==> config.mk <==
export PLATFORM = sky130hd
export DESIGN_NAME = scsm_counter
export DESIGN_NICKNAME = d
export VERILOG_FILES = /design/src/rtl/scsm_pkg.sv /design/src/rtl/tick_prescaler.sv /design/src/rtl/scsm_counter.sv
export SDC_FILE = /design/constraint.sdc
export NUM_CORES = 1
export LEC_CHECK = 0
export ABC_AREA = 1
export CAP_MARGIN = 10
export CORE_UTILIZATION = 24
export CTS_CLUSTER_SIZE = 40
export DETAILED_ROUTE_END_ITERATION = 8
export GPL_ROUTABILITY_DRIVEN = 0
export PLACE_DENSITY = 0.42
export SETUP_SLACK_MARGIN = 0.2
export SLEW_MARGIN = 20
export SYNTH_ARGS = -nofsm -noshare
export SYNTH_HDL_FRONTEND = slang
export SYNTH_HIERARCHICAL = 1
export SYNTH_SLANG_ARGS = --single-unit
==> constraint.sdc <==
create_clock -name clk -period 1.9 [get_ports clk]
set_clock_uncertainty 0.05 [all_clocks]
set_input_delay 0.38 -clock clk [delete_from_list [all_inputs] [get_ports clk]]
set_output_delay 0.38 -clock clk [all_outputs]
set_load 0.02 [all_outputs]
==> src/rtl/scsm_pkg.sv <==
// Shared constants and one-hot helpers for the seven-segment sequence counter.
package scsm_pkg;

    localparam int NUM_ST = 8;
    localparam int ST_W   = 3;
    localparam logic [NUM_ST-1:0] ONEHOT_S0 = 8'b0000_0001;

    // Exactly one bit set: non-zero, and clearing the lowest set bit leaves nothing.
    function automatic logic is_onehot(input logic [NUM_ST-1:0] v);
        return (v != '0) && ((v & (v - 1'b1)) == '0);
    endfunction

    function automatic logic [ST_W-1:0] onehot_to_bin(input logic [NUM_ST-1:0] v);
        logic [ST_W-1:0] b;
        b = '0;
        if (is_onehot(v)) begin
            for (int i = 0; i < NUM_ST; i++) begin
                if (v[i]) b = ST_W'(i);
            end
        end
        return b;
    endfunction

endpackage

==> src/rtl/tick_prescaler.sv <==
// Free-running enable prescaler: tick is high for one enabled cycle out of every PRESCALE.
module tick_prescaler #(
    parameter  int PRESCALE = 50_000_000,
    localparam int PS_W     = (PRESCALE > 1) ? $clog2(PRESCALE) : 1
) (
    input  logic clk,
    input  logic reset,
    input  logic en,
    output logic tick
);

    localparam logic [PS_W-1:0] LAST = PS_W'(PRESCALE - 1);

    logic [PS_W-1:0] count_q;
    logic [PS_W-1:0] count_d;

    assign tick = en && (count_q == LAST);

    always_comb begin
        count_d = count_q;
        if (en) begin
            count_d = tick ? '0 : count_q + 1'b1;
        end
    end

    always_ff @(posedge clk) begin
        if (reset) begin
            count_q <= '0;
        end else begin
            count_q <= count_d;
        end
    end

endmodule

==> src/rtl/scsm_counter.sv <==
// Self-correcting one-hot 8-state counter with binary digit output for the display decoder.
// Define SCSM_FORCE_EN to add force_en/force_val for injecting register patterns.
module scsm_counter
    import scsm_pkg::*;
#(
    parameter int PRESCALE = 50_000_000
) (
    input  logic              clk,
    input  logic              reset,
    input  logic              en,
    input  logic              up,
`ifdef SCSM_FORCE_EN
    input  logic              force_en,
    input  logic [NUM_ST-1:0] force_val,
`endif
    output logic [ST_W-1:0]   state,
    output logic              wrap,
    output logic              err
);

    logic              tick;
    logic              legal;
    logic [NUM_ST-1:0] onehot_q, onehot_d;
    logic              wrap_q, wrap_d;
    logic              err_q, err_d;

    tick_prescaler #(
        .PRESCALE(PRESCALE)
    ) u_prescaler (
        .clk  (clk),
        .reset(reset),
        .en   (en),
        .tick (tick)
    );

    assign legal = is_onehot(onehot_q);

    // Priority below reset: force, then recovery, then step; a tick is lost while illegal.
    always_comb begin
        onehot_d = onehot_q;
        wrap_d   = 1'b0;
        err_d    = 1'b0;
        if (!legal) begin
            onehot_d = ONEHOT_S0;
            err_d    = 1'b1;
        end else if (tick) begin
            if (up) begin
                onehot_d = {onehot_q[NUM_ST-2:0], onehot_q[NUM_ST-1]};
                wrap_d   = onehot_q[NUM_ST-1];
            end else begin
                onehot_d = {onehot_q[0], onehot_q[NUM_ST-1:1]};
                wrap_d   = onehot_q[0];
            end
        end
`ifdef SCSM_FORCE_EN
        if (force_en) begin
            onehot_d = force_val;
            wrap_d   = 1'b0;
            err_d    = 1'b0;
        end
`endif
    end

    always_ff @(posedge clk) begin
        if (reset) begin
            onehot_q <= ONEHOT_S0;
            wrap_q   <= 1'b0;
            err_q    <= 1'b0;
        end else begin
            onehot_q <= onehot_d;
            wrap_q   <= wrap_d;
            err_q    <= err_d;
        end
    end

    // Illegal patterns decode to 0 so the display never shows garbage.
    assign state = onehot_to_bin(onehot_q);
    assign wrap  = wrap_q;
    assign err   = err_q;

endmodule

==> results of run 1 <==
path summary, 6_finish.rpt:
check,to
max,state[0]
min,u_prescaler/count_q[1]$_SDFFE_PP0P_
max reg2reg,onehot_q[4]$_SDFFE_PP0P_
min reg2reg,u_prescaler/count_q[0]$_SDFFE_PP0P_
cell usage after synthesis (4+ instances only):
cell type,count
nor2_2,15
nor2_1,76
nand2_2,5
a21oi_1,11
inv_1,33
nand2_1,84
dfxtp_1,36
xor2_1,6
nor3_1,6
nand4_1,4
nand3_1,17
o21ai_0,16
nor2_4,8
sequential cells by signal, summed over array words and instances, names as in the netlist:
register             cells
onehot_q                 8
wrap                     1
u_prescaler/count_q     26
err                      1
stage by stage:
step | area, sq um | utilization | cells
detailed placement | 2720 | 0.307 | 495
finish | 2960 | 0.335 | 507
floorplan | 2220 | - | 343
CTS | 2850 | 0.323 | 504
global placement | 2720 | 0.307 | 495
global route | 2960 | 0.335 | 507
layer usage:
metal | vias to the layer above | global-route usage
met3 | 2 | 0.0286
met5 | - | 0
li1 | 1177 | -
met1 | 933 | 0.178
met2 | 27 | 0.196
met4 | 0 | 0.0350
critical path: stages (launching register included):
cell and delay (ps):
dfxtp_2 340, nor2_4 150, nand2_4 90, o21ai_4 180, nand3_4 110, nor2_1 110, buf_4 150
final cells by class:
type | count | area, sq um | area share
multi-input combinational | 265 | 1410 | 0.476
sequential | 36 | 737 | 0.249
timing repair buffer | 55 | 448 | 0.151
inverter | 36 | 138 | 0.0464
tap | 108 | 135 | 0.0456
clock buffer | 7 | 96.3 | 0.0325
cells by family after synthesis:
family,count (synthesis),synth area share
adder cells (fa/ha/maj),1,0.00564
XOR/XNOR,8,0.0316
flip-flops,36,0.325
buffers and inverters,42,0.0813
AND/OR/NAND/NOR,223,0.475
AO/OA/AOI/OAI,33,0.0813
where the power goes:
group / internal [mW] / leakage [nW] / switching, mW
Combinational: 0.0313 / 0.868 / 0.0402
Clock: 0.323 / 0.0503 / 0.276
Sequential: 0.756 / 0.295 / 0.00470
Total: 1.11 / 1.21 / 0.321
timing repair:
action / CTS / global route
gates resized for setup: 29 / 20
cloned: 0 / 0
pin swaps: 8 / 9
setup endpoints to repair: 11 / 18
setup buffers: 2 / 3
==> reports/metrics.yaml, run 1 <==
hold_buffers: 0
top_layer: "met4"
synth_fp_nets: 348
dp_slack_ps: -175
rr_worst_depth: 10
synth_cell_type_count: 31
grt_max_degree: 12
cp.required_ps: 1470
first_pass_iters: 4
final-max-slew-violation-count: 0
initial_core_util: 0.251
p_leak_nw: 1.21
syn_to_final_growth_pct: 33.7
rows: 34
track_usage: 0.127
worstSetupStartpointType: "flip-flop"
gr-total-overflow: 0
r2r_start: "u_prescaler/count_q[1]$_SDFFE_PP0P_"
io_buffers: 8
wl_met3_um: 208
via_per_inst: 4.22
nets: 404
status: "completed"
wl_met2_um: 2530
grt_pass1_wl_um: 9720
die_h_um: 98.1
async_flop_share: 0
fp.dieW_um: 98.1
rsz0062_at_grt: "yes"
drive_above_1_share: 0.293
final_common_cell: "nand2_1"
powerDensity_nw_per_um2: 483
finalCritPeriodShare: 0.968
yosysSeqAreaShare: 0.325
fin_hold_ws_ps: 482
ant_nets: 0
crit_fanout: 4
cp.arrival_ps: 1410
h-tree-depth: 2
min-delay-start: "en"
n_antenna_cell: 0
synth_edf_count: 0
synthTopCellsByArea: "dfxtp_1 33%, nand2_1 14%, nor2_1 13%"
setup.worst_path.class: "reg -> out"
synth_area_sq_um: 2220
cts_buffers: 5
avgSynthCellArea_sq_um: 6.46
startpoint: "onehot_q[2]$_SDFFE_PP0P_"
clock_latency_ps: 290
holdCritPathClass: "in -> reg"
grt_pass1_vias: 2096
period_needed_ps: 1840
min_delay_path_depth: 4
clkTransAtPathRegs_ps: 80
setup_viol: 0
synth_top_area_share: 0.325
cts.sinks: 36
coreArea_sq_um: 8850
total_power_mw: 1.43
peakVddDrop_mv: 0.209
clock_path_buffers: 2
met1_length_um: 2960
fill_cells: 977
num_vias: 2139
synth_ff_type: "dfxtp_1"
cts_root_buffer: "clkbuf_8"
yosysTopAreaCell: "dfxtp_1"
antenna_found_initial: 0
critPathCaptureType: "primary output"
wl_per_cell_um: 11.3
drv_cap: 0
max_slew.worst_pin.slew_ps: 254
die_area_sq_um: 9630
fmax_ghz: 0.544
yosys_warnings: 6
maxSlewHeadroom: 0.830
finalHoldViolCount: 0
drt_iter0_markers: 74
dp_hpwl_um: 4510
most-common-layout-cells: "82 x nand2_1, 72 x nor2_1, 47 x buf_4"
ios: 9
reg2reg_slack_ps: 280
synth_seq_cells: 36
drcViolationCount: 0
final.setup.worst_slack_ps: 60.8
fin_tns_setup_ps: 0
wirelength_um: 5730
cts_tree: "yes"
synthCells: 343
No activity file was read; power rests on OpenSTA's default activity.
==> inputs of run 2 (changes only) <==
CORE_MARGIN = 5   (was not set)
SLEW_MARGIN = 10   (was 20)
==> run 2 against run 1 <==
Compared with the run above:
- critical path type unchanged
- register-to-register slack gained 20 ps
- first-iteration DRC count grew 22%
- critical endpoint unchanged
- final area increased by 1.6%
- via count increased by 2.1%
- maximum frequency shrank 0.75%
- clock-buffer cell count shrank 1
==> reports/metrics.yaml, run 2 (same netlist as run 1, synthesis figures left out) <==
status: "completed"
powerDensity_nw_per_um2: 471  # -2.4%
total_power_mw: 1.42  # -0.83%
cts_tree: "yes"
cts_buffers: 5  # unchanged
drcViolationCount: 0  # unchanged
antenna_found_initial: 0  # unchanged
grt_pass1_vias: 1987  # -5.2%
wirelength_um: 5800  # +1.2%
grt_max_degree: 12  # unchanged
h-tree-depth: 2  # unchanged
finalCritPeriodShare: 0.975  # +0.00730
period_needed_ps: 1850  # +13.9 ps
maxSlewHeadroom: 0.823  # -0.00702
ios: 9  # unchanged
p_leak_nw: 1.25  # +3.2%
first_pass_iters: 4  # unchanged
rows: 35  # +2.9%
clock_path_buffers: 2  # unchanged
top_regs: "u_prescaler/count_q x26, onehot_q x8"
finalHoldViolCount: 0  # unchanged
fin_area_sq_um: 3010  # +1.6%
hold_buffers: 0  # unchanged
peakVddDrop_mv: 0.214  # +2.2%
gr-total-overflow: 0  # unchanged
ant_nets: 0  # unchanged
final-max-slew-violation-count: 0  # unchanged
coreArea_sq_um: 9110  # +2.9%
via_per_inst: 4.22  # +0.13%
cts.sinks: 36  # unchanged
fin_tns_setup_ps: 0  # unchanged
die_h_um: 106  # +8.2%
wl_per_cell_um: 11.2  # -0.79%
io_buffers: 8  # unchanged
initial_core_util: 0.243  # -0.00716
cp.required_ps: 1470  # about the same
syn_to_final_growth_pct: 35.9
setup_viol: 0  # unchanged
drv_cap: 0  # unchanged
largest_reg_flops: 26  # unchanged
fp.dieW_um: 106  # +8.2%
nets: 410  # +1.5%
max_slew.worst_pin.slew_ps: 264  # +10.5 ps
crit_fanout: 4  # unchanged
fmax_ghz: 0.540  # -0.75%
setup.worst_path.class: "reg -> out"
utilization: 0.331  # -0.00421
n_antenna_cell: 0  # unchanged
num_vias: 2184  # +2.1%
worstSetupStartpointType: "flip-flop"
dp_hpwl_um: 4450  # -1.4%
rsz0062_at_grt: "yes"
place_area_sq_um: 2720  # +0.14%
grt_pass1_wl_um: 9460  # -2.7%
fin_hold_ws_ps: 480  # -2.11 ps
cp.arrival_ps: 1420  # about the same
regMostFlops: "u_prescaler/count_q"
clkTransAtPathRegs_ps: 70  # about the same
die_area_sq_um: 11300  # +17%
final_common_cell: "nand2_1"
critPathCaptureType: "primary output"
clock_latency_ps: 290  # about the same
track_usage: 0.105  # -0.0222
drive_above_1_share: 0.320  # +0.0270
most-common-layout-cells: "81 x nand2_1, 72 x nor2_1, 54 x buf_4"
drt_iter0_markers: 90  # +22%
cts_root_buffer: "clkbuf_8"
holdCritPathClass: "reg -> reg"
-- run 2: cell count changes in the layout (fill, tap and decap cells not counted), moves of 2 or more --
| cell | before | now |
|---|---|---|
| dfxtp_1 | 27 | 22 |
| buf_4 | 47 | 54 |
| o21ai_1 | 1 | 3 |
| o21ai_0 | 16 | 14 |
| dfxtp_2 | 7 | 13 |
| clkinv_2 | 0 | 2 |
-- run 2: power by group --
part           internal (mW)  switching, mW  total (mW)  leakage [nW]
combinational         0.0329         0.0406      0.0735         0.904
sequential             0.758        0.00446       0.762         0.297
clock                  0.290          0.294       0.584        0.0510
total                   1.08          0.339        1.42          1.25
-- run 2: cell type report --
cell class | count | area [sq um]
fill | 991 | 6100
tap | 111 | 139
clock buffer | 6 | 82.6
clock inverter | 2 | 10.0
sequential | 36 | 741
timing repair buffer | 61 | 489
inverter | 36 | 138
multi-input combinational | 265 | 1410
-- run 2: final timing paths --
check	slack (ps)	to	start	cells past startpoint
worst max-delay path	50	state[0]	onehot_q[2]$_SDFFE_PP0P_	6
worst max register to register	300	u_prescaler/count_q[25]$_SDFFE_PP0P_	u_prescaler/count_q[0]$_SDFFE_PP0P_	11
worst min-delay path	480	u_prescaler/count_q[21]$_SDFFE_PP0P_	u_prescaler/count_q[21]$_SDFFE_PP0P_	3
worst min register to register	480	u_prescaler/count_q[21]$_SDFFE_PP0P_	u_prescaler/count_q[21]$_SDFFE_PP0P_	3
-- run 2: worst max-delay path, stage by stage, from the launching register on --
cell and delay (ps):
dfxtp_2 340, nor2_4 150, nand2_4 90, o21ai_4 190
nand3_4 110, nor2_2 110, buf_4 140
-- run 2: per-stage QoR --
| stage | std cells | worst slack [ps] |
|---|---|---|
| detailed placement | 498 | -147 |
| global placement | 498 | -123 |
| CTS | 512 | 51.8 |
| global route | 517 | -40.0 |
| finish | 517 | 46.9 |
| floorplan | 343 | 204 |
-- run 2: repair_timing --
action	CTS	global route
buffers inserted	6	5
setup endpoints to repair	11	22
pin swaps	8	9
gates resized for setup	30	26
-- run 2: per-layer routing --
metal  wire, um  global-route usage
met4         63              0.0305
met2       2590               0.165
met1       2990               0.145
met5          0                   0
met3        156              0.0225
==> inputs of run 3 (changes only) <==
MAX_ROUTING_LAYER = met4   (was not set)
REMOVE_ABC_BUFFERS = 1   (was not set)
SYNTH_HIERARCHICAL = not set   (was 1)
==> run 3 against run 2 <==
Compared with the run above:
- final area is 9.8% lower
- maximum frequency decreased by 1.5%
- total power shrank 4.8%
- worst setup slack got worse by 29 ps
- combinational power is 9.4% lower
- sequential cell count stayed put
- worst hold slack got worse by 11 ps
- sequential share of layout area is 2.3 points higher
- register-to-register slack hardly changed
- largest power group unchanged
- critical path type unchanged
- clock power down 10%
- cell count decreased by 4.8%
- via count decreased by 4.7%
==> reports/metrics.yaml, run 3 <==
first_pass_iters: 4  # unchanged
powerDensity_nw_per_um2: 497  # +5.5%
total_power_mw: 1.35  # -4.8%
r2r_start: "onehot_q[5]$_SDFFE_PP0N_"
synthTopCellsByArea: "dfxtp_1 35%, nand2_1 19%, nor2_1 13%"
sw_frac_of_total: 0.236  # -0.00339
status: "completed"
min_delay_path_depth: 2  # -1
synth_area_sq_um: 2050  # -7.4%
hold_buffers: 0  # unchanged
nets: 392  # -4.4%
critPathCaptureType: "primary output"
grt_max_degree: 18  # +6
drv_cap: 0  # unchanged
crit_fanout: 4  # unchanged
rsz0062_at_grt: "yes"
final.setup.worst_slack_ps: 17.8  # -29.1 ps
synth_most_common_cell: "nand2_1"
io_buffers: 8  # unchanged
die_h_um: 102  # -3.4%
holdCritPathClass: "reg -> reg"
synth_edf_count: 0  # unchanged
clock_path_buffers: 2  # unchanged
synth_seq_cells: 36  # unchanged
rr_endpoint: "onehot_q[0]$_SDFFE_PP1N_"
cts.sinks: 36  # unchanged
drt_iter0_markers: 135  # +50%
avgSynthCellArea_sq_um: 6.04  # -6.6%
ios: 9  # unchanged
period_needed_ps: 1880  # +29.1 ps
reg2reg_slack_ps: 300  # about the same
fin_tns_setup_ps: 0  # unchanged
most-common-layout-cells: "98 x nand2_1, 68 x nor2_1, 39 x inv_1"
dp_slack_ps: -242  # -95.9 ps
synth_commonest_cells: "106 x nand2_1, 73 x nor2_1, 39 x inv_1, 36 x dfxtp_1, 21 x nand3_1"
synth_cell_type_count: 25  # -19%
synthCells: 340  # -0.87%
yosysTopAreaCell: "dfxtp_1"
final_common_cell: "nand2_1"
p_leak_nw: 1.21  # -3.6%
cp.arrival_ps: 1450  # +30 ps
clkTransAtPathRegs_ps: 70  # about the same
num_vias: 2082  # -4.7%
finalCritPeriodShare: 0.991  # +0.0153
fp.dieW_um: 102  # -3.4%
gr-total-overflow: 0  # unchanged
regMostFlops: "u_prescaler.count_q"
track_usage: 0.121  # +0.0158
dp_hpwl_um: 4150  # -6.6%
combPwrFrac: 0.049  # -0.003
finalHoldViolCount: 0  # unchanged
switchingPower_uw: 319  # -6.1%
yosys_warnings: 0  # -6
peakVddDrop_mv: 0.193  # -9.8%
synth_ff_type: "dfxtp_1"
fmax_ghz: 0.531  # -1.5%
via_per_inst: 4.23  # +0.17%
n_antenna_cell: 0  # unchanged
initial_core_util: 0.249  # +0.00523
p_int_mw: 1.03  # -4.4%
setup.worst_path.class: "reg -> out"
maxSlewHeadroom: 0.777  # -0.0454
grt_pass1_vias: 2133  # +7.3%
yosysSeqAreaShare: 0.351  # +0.0259
synth_top_area_share: 0.351  # +0.0259
die_area_sq_um: 10500  # -6.7%
h-tree-depth: 2  # unchanged
drcViolationCount: 0  # unchanged
p_clk_frac: 0.388  # -0.023
syn_to_final_growth_pct: 32.4
max_slew.worst_pin.slew_ps: 334  # +70.1 ps
drive_above_1_share: 0.220  # -0.101
setup_viol: 0  # unchanged
seqPwrFrac: 0.563  # +0.026
largest_reg_flops: 26  # unchanged
final-max-slew-violation-count: 0  # unchanged
worstSetupStartpointType: "flip-flop"
clock_latency_ps: 290  # about the same
wirelength_um: 5430  # -6.3%
ant_nets: 0  # unchanged
fin_hold_ws_ps: 469  # -11.4 ps
rr_worst_depth: 9  # -2
async_flop_share: 0  # unchanged
cp.required_ps: 1470  # about the same
antenna_found_initial: 0  # unchanged
cts_root_buffer: "clkbuf_8"
startpoint: "onehot_q[5]$_SDFFE_PP0N_"
min-delay-start: "u_prescaler.count_q[1]$_SDFFE_PP0P_"
coreArea_sq_um: 8260  # -9.3%
cts_buffers: 5  # unchanged
grt_pass1_wl_um: 9760  # +3.1%
utilization: 0.329  # -0.00153
wl_per_cell_um: 11.0  # -1.6%
min_to: "u_prescaler.count_q[1]$_SDFFE_PP0P_"
rows: 33  # -5.7%
top_regs: "u_prescaler.count_q x26, onehot_q x8"
cts_tree: "yes"
==> run 3: cell count changes after synthesis, sizes merged, moves of 2 or more <==
cell / delta
nand2: +17
nor2: -17
o21ai: -7
inv: +4
xor2: -3
nor3: +2
xnor2: +2
==> run 3: per-layer routing <==
metal,track usage,vias to the layer above,share of wire
met5,-,-,0
met4,0.0363,0,0.0099
met3,0.0223,5,0.024
met2,0.198,13,0.47
met1,0.152,925,0.50
li1,-,1139,-
==> run 3: cell families (layout without fill, tap and decap cells) <==
family | Yosys count | in the layout | synth area share
xor+xnor | 7 | 7 | 0.0299
buf+inv | 45 | 92 | 0.0884
fa+ha+maj | 1 | 1 | 0.00609
compound gates | 25 | 25 | 0.0622
flops | 36 | 36 | 0.351
simple gates | 226 | 226 | 0.463
==> run 3: layout make-up <==
class,count,area [sq um]
tap,105,131
inverter,40,150
multi-input combinational,259,1260
timing repair buffer,45,372
clock inverter,1,5.00
fill,949,5540
sequential,36,732
clock buffer,6,72.6
==> run 3: per-stage QoR <==
step | instance area [sq um] | std cells
CTS | 2670 | 490
global route | 2720 | 492
global placement | 2470 | 479
finish | 2720 | 492
detailed placement | 2470 | 479
floorplan | 2020 | 335
==> run 3: how the worst max path moves through the flow <==
stage / endpoint / cells past startpoint / slack (ps)
after floorplan: state[2] / 5 / 170
after detailed placement: state[2] / 7 / -240
after global routing: state[2] / 6 / -90
after CTS: state[2] / 7 / 60
final: state[2] / 6 / 20
after global placement: state[0] / 7 / -210
==> run 3: what timing repair did <==
action	in CTS	in global routing
gates resized for setup	47	10
setup buffers	4	2
cloned	0	0
pin swaps	10	4
endpoints found under the setup margin	28	10
==> run 3: power groups by stage <==
stage	logic, mW	clock network [mW]	registers (mW)
6_report	0.0666	0.525	0.761
4_1_cts	0.0656	0.561	0.761
3_5_place_dp	0.0663	0	0.779
3_3_place_gp	0.0658	0	0.779
5_1_grt	0.0764	0.585	0.761
2_1_floorplan	0.0267	0	0.778
==> run 3: worst max-delay path, cell delays in order (launching register included) <==
cell and delay, ps:
dfxtp_4 360, nor2_4 160, nand2_2 80, o21ai_4 190
nand3_4 120, a21oi_2 120, buf_4 150
